===== config.mk =====
export PLATFORM = sky130hd
export DESIGN_NAME = my_pe_v1
export DESIGN_NICKNAME = d
export VERILOG_FILES = /design/src/rtl/pe_pkg.sv /design/src/rtl/pe_ram.sv /design/src/rtl/my_pe_v1.sv
export SDC_FILE = /design/constraint.sdc
export NUM_CORES = 1
export LEC_CHECK = 0
export BUFFER_PORTS_ARGS = -buffer_cell sky130_fd_sc_hd__buf_4
export CAP_MARGIN = 20
export CORE_MARGIN = 5
export CORE_UTILIZATION = 50
export DETAILED_ROUTE_END_ITERATION = 16
export GPL_ROUTABILITY_DRIVEN = 1
export PLACE_DENSITY = 0.77
export RECOVER_POWER = 25
export SLEW_MARGIN = 20
export SYNTH_ARGS = -nofsm -noshare
export SYNTH_HDL_FRONTEND = slang
export SYNTH_SLANG_ARGS = --single-unit
export TNS_END_PERCENT = 50

===== constraint.sdc =====
create_clock -name aclk -period 5.6 [get_ports aclk]
set_input_delay 1.12 -clock aclk [delete_from_list [all_inputs] [get_ports aclk]]
set_output_delay 1.12 -clock aclk [all_outputs]
set_load 0.005 [all_outputs]

===== src/rtl/pe_pkg.sv =====
// Shared types and default geometry for the MAC processing element.
// The FSM walks IDLE -> MUL -> ACC -> DONE once per accepted request.
package pe_pkg;

    localparam int PE_SIZE       = 8;
    localparam int PE_L_RAM_SIZE = 3;

    typedef enum logic [1:0] {
        IDLE = 2'd0,
        MUL  = 2'd1,
        ACC  = 2'd2,
        DONE = 2'd3
    } pe_state_t;

endpackage : pe_pkg


===== src/rtl/pe_ram.sv =====
// Local operand RAM: synchronous write, combinational read, contents untouched by reset.
// A read in the same cycle as a write to that address returns the old word.
module pe_ram
    import pe_pkg::*;
#(
    parameter int SIZE       = PE_SIZE,
    parameter int L_RAM_SIZE = PE_L_RAM_SIZE
) (
    input  logic                  clk,
    input  logic                  we,
    input  logic [L_RAM_SIZE-1:0] addr,
    input  logic [SIZE-1:0]       din,
    output logic [SIZE-1:0]       dout
);

    logic [SIZE-1:0] mem [2**L_RAM_SIZE];

    always_ff @(posedge clk) begin
        if (we) begin
            mem[addr] <= din;
        end
    end

    assign dout = mem[addr];

endmodule : pe_ram


===== src/rtl/my_pe_v1.sv =====
// Multiply-accumulate leaf PE: dout accumulates ain * ram[addr] per accepted request,
// with a one-cycle dvalid pulse two edges after acceptance.
module my_pe_v1
    import pe_pkg::*;
#(
    parameter int SIZE       = PE_SIZE,
    parameter int L_RAM_SIZE = PE_L_RAM_SIZE
) (
    input  logic                  aclk,
    input  logic                  aresetn,
    input  logic [SIZE-1:0]       ain,
    input  logic [SIZE-1:0]       din,
    input  logic [L_RAM_SIZE-1:0] addr,
    input  logic                  we,
    input  logic                  valid,
    output logic                  dvalid,
    output logic [SIZE-1:0]       dout
);

    pe_state_t state, state_nxt;

    logic [SIZE-1:0]   ram_rd;
    logic [SIZE-1:0]   a_p0;
    logic [SIZE-1:0]   b_p0;
    logic [2*SIZE-1:0] prod_p1;
    logic [SIZE-1:0]   psum_p2;
    logic              accept;

    // Accumulation is unsigned and wraps modulo 2**SIZE.
    function automatic logic [SIZE-1:0] wrap_acc(input logic [SIZE-1:0]   acc,
                                                 input logic [2*SIZE-1:0] p);
        return SIZE'({{SIZE{1'b0}}, acc} + p);
    endfunction

    pe_ram #(
        .SIZE       (SIZE),
        .L_RAM_SIZE (L_RAM_SIZE)
    ) u_ram (
        .clk  (aclk),
        .we   (we),
        .addr (addr),
        .din  (din),
        .dout (ram_rd)
    );

    // A write in the same cycle takes priority over a MAC request.
    assign accept = (state == IDLE) && valid && !we;

    always_ff @(posedge aclk) begin
        if (!aresetn) begin
            state <= IDLE;
        end else begin
            state <= state_nxt;
        end
    end

    always_comb begin
        state_nxt = state;
        unique case (state)
            IDLE:    if (accept) state_nxt = MUL;
            MUL:     state_nxt = ACC;
            ACC:     state_nxt = DONE;
            DONE:    state_nxt = IDLE;
            default: state_nxt = IDLE;
        endcase
    end

    // Stage p0: capture operands on accept
    always_ff @(posedge aclk) begin
        if (!aresetn) begin
            a_p0 <= '0;
            b_p0 <= '0;
        end else if (accept) begin
            a_p0 <= ain;
            b_p0 <= ram_rd;
        end
    end

    // Stage p1: full-width product
    always_ff @(posedge aclk) begin
        if (!aresetn) begin
            prod_p1 <= '0;
        end else if (state == MUL) begin
            prod_p1 <= a_p0 * b_p0;
        end
    end

    // Stage p2: accumulate and flag completion
    always_ff @(posedge aclk) begin
        if (!aresetn) begin
            psum_p2 <= '0;
            dvalid  <= 1'b0;
        end else begin
            dvalid <= (state == ACC);
            if (state == ACC) begin
                psum_p2 <= wrap_acc(psum_p2, prod_p1);
            end
        end
    end

    assign dout = psum_p2;

endmodule : my_pe_v1


==> qor.yml, run 1 <==
status:
  outcome: "complete, no violations"
synth:
  synth_area_leaders: "edfxtp_1, dfxtp_1, ha_1"
  synthMuxAreaShare_pct: 8.05
  synthSimpleGateAreaFrac_pct: 11.4
  yosysTopAreaCell: "edfxtp_1"
  synth.avg_cell_area_um2: 12.2
  async_flop_share_pct: 0
  syn-cell-area_mm2: 0.00497
  yosysSeqAreaShare_pct: 52.7
  synth_compound_area_share_pct: 8.05
  yosys_warnings: 0
  synth-xor-area-share_pct: 3.62
  synth_edf_count: 64
  synth_top_area_share_pct: 38.7
  synth_top_flop_cell: "edfxtp_1"
  ys_ff_latch: 99
  synth_top_family_by_area: "adder cells"
  synth_fp_nets: 472
  yosys.area_share.adder_pct: 12.0
  syn_inst: 409
  yosys.cell_types.count: 41
critical_path:
  reg2regPathDepth: 13
  cp_data_arrival_time_ns: 4.20
  worstPathMaxFanout: 8
  path_class: "register to register"
  crit_path_end_kind: "register"
  start_kind: "register"
  crit_required_ns: 5.86
  r2r_setup_slack_ns: 1.66
floorplanning:
  die-width_um: 110
  die_h_um: 110
  ios: 32
  die_area_mm2: 0.0120
  initial_core_util_pct: 51.1
  core_area_mm2: 0.00973
  rows: 36
flow_run:
  cap_violations: 0
sta:
  clock.fmax_ghz: 0.254
  slew_headroom_pct: 39.7
  rsz0062_at_grt: "no"
  setup_slack_ns: 1.66
  post-route-period-util_pct: 70.4
  worstMarginPinSlew_ns: 0.901
  period_needed_ns: 3.94
  setup_tns_ns: 0
  fin_skew_ns: 0.0201
  finalSetupViolCount: 0
  hold_viol: 0
  slew_viol_final: 0
global_route:
  grt_overflow: 0
  grt_antenna_before_repair: 0
  grt_start_max_net_pins: 41
  track_usage_pct: 16.1
  grt_pass1_wl_mm: 14.9
  grt_pass1_vias: 3064
drt:
  drtAntennaViolNets: 0
  wl_per_cell_um: 15.6
  post-route-drc-count: 0
  first_pass_iters: 4
  viasPerCell: 5.35
  wl_mm: 8.96
  routed-wl-met3_um: 363
  wl_met1_mm: 4.01
  highest_layer: "met4"
  vias: 3077
  met2WireLength_mm: 4.39
  drt_iter0_drc: 146
place:
  gp_congestion: 0.886
  hpwl_mm: 6.53
  pre_cts_ws_ns: 1.65
  io_buffers: 31
clocking:
  cts_buffer_depth: 2
  cts_buffers: 9
  cts_hold_buf: 0
  cts.sinks: 99
  cts.repair.resized: 0
  htreeDepth: 3
  cts-root-buf: "clkbuf_8"
  cts_tree: "built"
  clock_latency_ns: 0.38
  cts_setup_buffers: 0
  clk_pin_slew_ns: 0.10
worst_hold_path:
  hold-path-cell-count: 2
  hold_path.class: "register to register"
power_and_ir_drop:
  leakage_uw: 0.00221
  power.density_mw_per_mm2: 282
  ir_drop_uv: 169
layout:
  final_net_count: 500
  final_cell_mix: "edfxtp_1, nand2_1, inv_1"
  layout-drive-gt1-share_pct: 11.3
  diodes: 0
  final_common_cell: "edfxtp_1"
  area.growth.synth_to_final_pct: 10.3
## critical path: stages (launching register included)
cell	delay (ns)
dfxtp_1	0.45
nand2_1	0.11
fa_1	0.47
fa_1	0.55
inv_1	0.05
fa_1	0.47
inv_1	0.05
fa_1	0.42
xor2_1	0.18
xnor3_1	0.32
xnor3_1	0.38
xnor3_1	0.20
mux2i_1	0.13
nor2b_1	0.06
## cell type report
class,count,area [µm²]
Tap cell,133,166
Fill cell,813,4240
Inverter,36,135
Sequential cell,99,2620
Multi-Input combinational cell,258,2150
Timing Repair Buffer,33,218
Clock buffer,9,124
Clock inverter,7,73.8
## state kept, by name, indices dropped and copies added, names as in the netlist
signal and count:
prod_p1 8, b_p0 8, dout 8, u_ram.mem 64, a_p0 8, dvalid 1, state 2
## cell usage after synthesis (7+ instances only)
cell type  count
nor2b_1       11
ha_1          27
nand2_1       47
mux4_2         8
edfxtp_1      64
mux2i_1       22
and2_1        17
dfxtp_1       35
nand2b_1       7
nor2_1        11
xnor2_1       10
a21oi_1       11
nor3_1         7
fa_1          13
a21boi_1      12
clkbuf_1       9
inv_1         36
## metal layers
layer | vias to the layer above | track usage, %
met1 | 1491 | 20.7
met4 | 0 | 6.77
li1 | 1497 | -
met3 | 16 | 2.64
met2 | 73 | 27.2
met5 | - | 0
## metrics by stage
step                hold WS (ns)  cells  total power [µW]  cell area (µm²)  utilization (%)
floorplan                  0.435    409              1050             4970                -
global placement           0.447    559              1110             5320             54.7
detailed placement         0.464    559              1120             5320             54.7
CTS                        0.481    575              1560             5520             56.7
global route               0.501    575              1630             5490             56.4
finish                     0.472    575              1550             5490             56.4
## logic make-up (layout without fill, tap and decap cells)
logic type / Yosys count / count (layout)
and+or+nand+nor: 115 / 115
buffers and inverters: 52 / 85
AOI/OAI and AO/OA: 58 / 58
adders and majority gates: 40 / 40
DFF: 99 / 99
xor gates and xnor gates: 15 / 15
muxes: 30 / 30
## where the power goes
part | switching [µW] | internal, µW
Clock | 273 | 177
Combinational | 135 | 104
Sequential | 37.6 | 823
## path summary, 6_finish.rpt
kind,from,to
worst min register to register,a_p0[7],a_p0[7]
worst max-delay path,a_p0[1],prod_p1[7]
worst max register to register,a_p0[1],prod_p1[7]
worst min-delay path,a_p0[7],a_p0[7]
Power figures use the tool's default switching activity.
==> run 2: changes to the inputs <==
--- a/config.mk
+++ b/config.mk
@@ -11,7 +11,7 @@
 export CORE_UTILIZATION = 50
 export DETAILED_ROUTE_END_ITERATION = 16
 export GPL_ROUTABILITY_DRIVEN = 1
-export PLACE_DENSITY = 0.77
+export PLACE_DENSITY = 0.79
 export RECOVER_POWER = 25
 export SLEW_MARGIN = 20
 export SYNTH_ARGS = -nofsm -noshare
==> constraint.sdc (replaced) <==
create_clock -name aclk -period 3.43 [get_ports aclk]
set_input_delay 0.686 -clock aclk [delete_from_list [all_inputs] [get_ports aclk]]
set_output_delay 0.686 -clock aclk [all_outputs]
set_load 0.005 [all_outputs]
==> run 2 against run 1 <==
Effect of this change: wire length up 5.7%; register-to-register slack lost 1.7 ns; core utilization increased by 2.0 points; setup slack worse by 1.7 ns; sequential share of layout area down 1.4 points; non-clock buffer count rose by 15; first-iteration DRC count rose by 2.7%; the flow now finishes with violations (negative setup slack); combinational power increased by 89%; clock power up 68%; critical path depth unchanged.
==> qor.yml, run 2 (same netlist as run 1, synthesis figures left out) <==
critical_path:
  crit_required_ns: 3.69  # -2.17 ns
  path_class: "register to register"
  cp_data_arrival_time_ns: 3.71  # -0.49 ns
  start_kind: "register"
  worstPathMaxFanout: 4  # -4
  crit_path_end_kind: "register"
sta:
  slew_headroom_pct: 42.5  # +2.7 points
  period_needed_ns: 3.45  # -0.492 ns
  setup_slack_ns: -0.0202  # -1.68 ns
  slew_viol_final: 0  # unchanged
  hold_viol: 0  # unchanged
  clock.fmax_ghz: 0.290  # +14%
  fin_skew_ns: 0.0135  # -0.00663 ns
  hold_slack_ns: 0.475  # +0.00252 ns
  worstMarginPinSlew_ns: 0.860  # -0.0410 ns
  finalSetupViolCount: 1  # +1
  rsz0062_at_grt: "yes"
  post-route-period-util_pct: 101  # +30 points
drt:
  wl_mm: 9.47  # +5.7%
  drtAntennaViolNets: 0  # unchanged
  post-route-drc-count: 0  # unchanged
  viasPerCell: 5.33  # -0.33%
  first_pass_iters: 4  # unchanged
  wl_per_cell_um: 16.0  # +3.0%
  vias: 3147  # +2.3%
  drt_iter0_drc: 150  # +2.7%
floorplanning:
  rows: 36  # unchanged
  die-width_um: 110  # unchanged
  ios: 32  # unchanged
  die_area_mm2: 0.0120  # unchanged
  initial_core_util_pct: 51.1  # unchanged
  die_h_um: 110  # unchanged
  core_area_mm2: 0.00973  # unchanged
power_and_ir_drop:
  clockPowerShare_pct: 29.0  # about the same
  leakage_uw: 0.00229  # +3.6%
  ir_drop_uv: 334  # +98%
  power.density_mw_per_mm2: 459  # +63%
  p_sw_uw: 764  # +71%
  p_sw_share_pct: 29.3  # +0.49 points
  internal-power_uw: 1850  # +67%
  total_power_uw: 2610  # +68%
  p_seq_share_pct: 53.8  # -1.7 points
  p_comb_share_pct: 17.3  # +1.9 points
flow_run:
  cap_violations: 0  # unchanged
layout:
  final_common_cell: "edfxtp_1"
  seq_area_mm2: 0.00263  # +0.43%
  final_util_pct: 58.4  # +2.0 points
  diodes: 0  # unchanged
  fillers: 808  # -0.62%
  layout-drive-gt1-share_pct: 18.8  # +7.5 points
  largest_reg_flops: 64  # unchanged
  multi_input_area_mm2: 0.00221  # +2.8%
  final_net_count: 515  # +3.0%
  area.growth.synth_to_final_pct: 14.3
  final_cell_mix: "edfxtp_1, nand2_1, buf_4"
  largest-register: "u_ram.mem"
clocking:
  cts-root-buf: "clkbuf_8"
  htreeDepth: 3  # unchanged
  cts_hold_buf: 0  # unchanged
  clock_latency_ns: 0.37  # about the same
  clk_pin_slew_ns: 0.10  # about the same
  cts.sinks: 99  # unchanged
  cts_tree: "built"
  cts_buffer_depth: 2  # unchanged
  cts_buffers: 9  # unchanged
status:
  failed_checks: "negative setup slack"
  outcome: "complete, but fails checks"
place:
  io_buffers: 31  # unchanged
  hpwl_mm: 6.78  # +3.8%
  pre_cts_ws_ns: -0.135  # -1.79 ns
  gp_congestion: 0.893  # +0.74%
global_route:
  grt_start_max_net_pins: 41  # unchanged
  track_usage_pct: 16.9  # +0.74 points
  grt_pass1_wl_mm: 15.2  # +2.3%
  grt_pass1_vias: 3052  # -0.39%
  grt_antenna_before_repair: 0  # unchanged
  grt_overflow: 0  # unchanged
worst_hold_path:
  hold_path.class: "register to register"
## run 2: what timing repair did
action,CTS,global route
buffers inserted,2,0
pin swaps,12,5
resized for setup,7,1
setup endpoints to repair,2,2
## run 2: cell type report
| class | count | share of cell area [%] |
|---|---|---|
| clock buffers | 9 | 2.18 |
| clock inverters | 7 | 1.43 |
| inverters | 36 | 2.38 |
| multi-input cells | 258 | 38.8 |
| flip-flops and latches | 99 | 46.4 |
| well taps | 133 | 2.93 |
| repair buffers | 48 | 5.88 |
## run 2: metal layers
| metal | share of wire [%] | vias up | track usage, % |
|---|---|---|---|
| li1 | - | 1523 | - |
| met1 | 45 | 1540 | 22.5 |
| met2 | 49 | 68 | 27.5 |
| met3 | 3.9 | 16 | 3.46 |
| met4 | 1.4 | 0 | 5.79 |
| met5 | 0 | - | 0 |
## run 2: path summary, 6_finish.rpt
kind / cells after the start / from / end / slack, ns
worst max-delay path: 13 / b_p0[4] / prod_p1[7] / -0.02
worst min-delay path: 2 / a_p0[7] / a_p0[7] / 0.47
worst max register to register: 13 / b_p0[4] / prod_p1[7] / -0.02
worst min register to register: 2 / a_p0[7] / a_p0[7] / 0.47
## run 2: worst max-delay path, cell delays in order (launching register included)
cell and delay (ns):
dfxtp_2 0.37, nand2_2 0.08, fa_2 0.39, fa_1 0.49, inv_1 0.05, fa_1 0.48, inv_1 0.05, fa_2 0.33
xor2_1 0.15, xnor3_1 0.24, xnor3_1 0.20, xnor3_1 0.33, mux2i_1 0.14, nor2b_1 0.06
## run 2: through the flow
step	cells	cell area [µm²]	setup TNS, ns
final	590	5680	-0.0202
after global routing	590	5680	-0.245
after CTS	590	5700	-0.00659
after detailed placement	572	5450	-0.135
after global placement	572	5450	-0.0383
after floorplan	409	5010	0
## run 2: power by group through the flow
stage / clock [µW] / combinational, µW / sequential, µW
6_report: 756 / 451 / 1400
5_1_grt: 827 / 501 / 1410
4_1_cts: 769 / 456 / 1400
3_5_place_dp: 0 / 446 / 1430
3_3_place_gp: 0 / 431 / 1430
2_1_floorplan: 0 / 303 / 1420
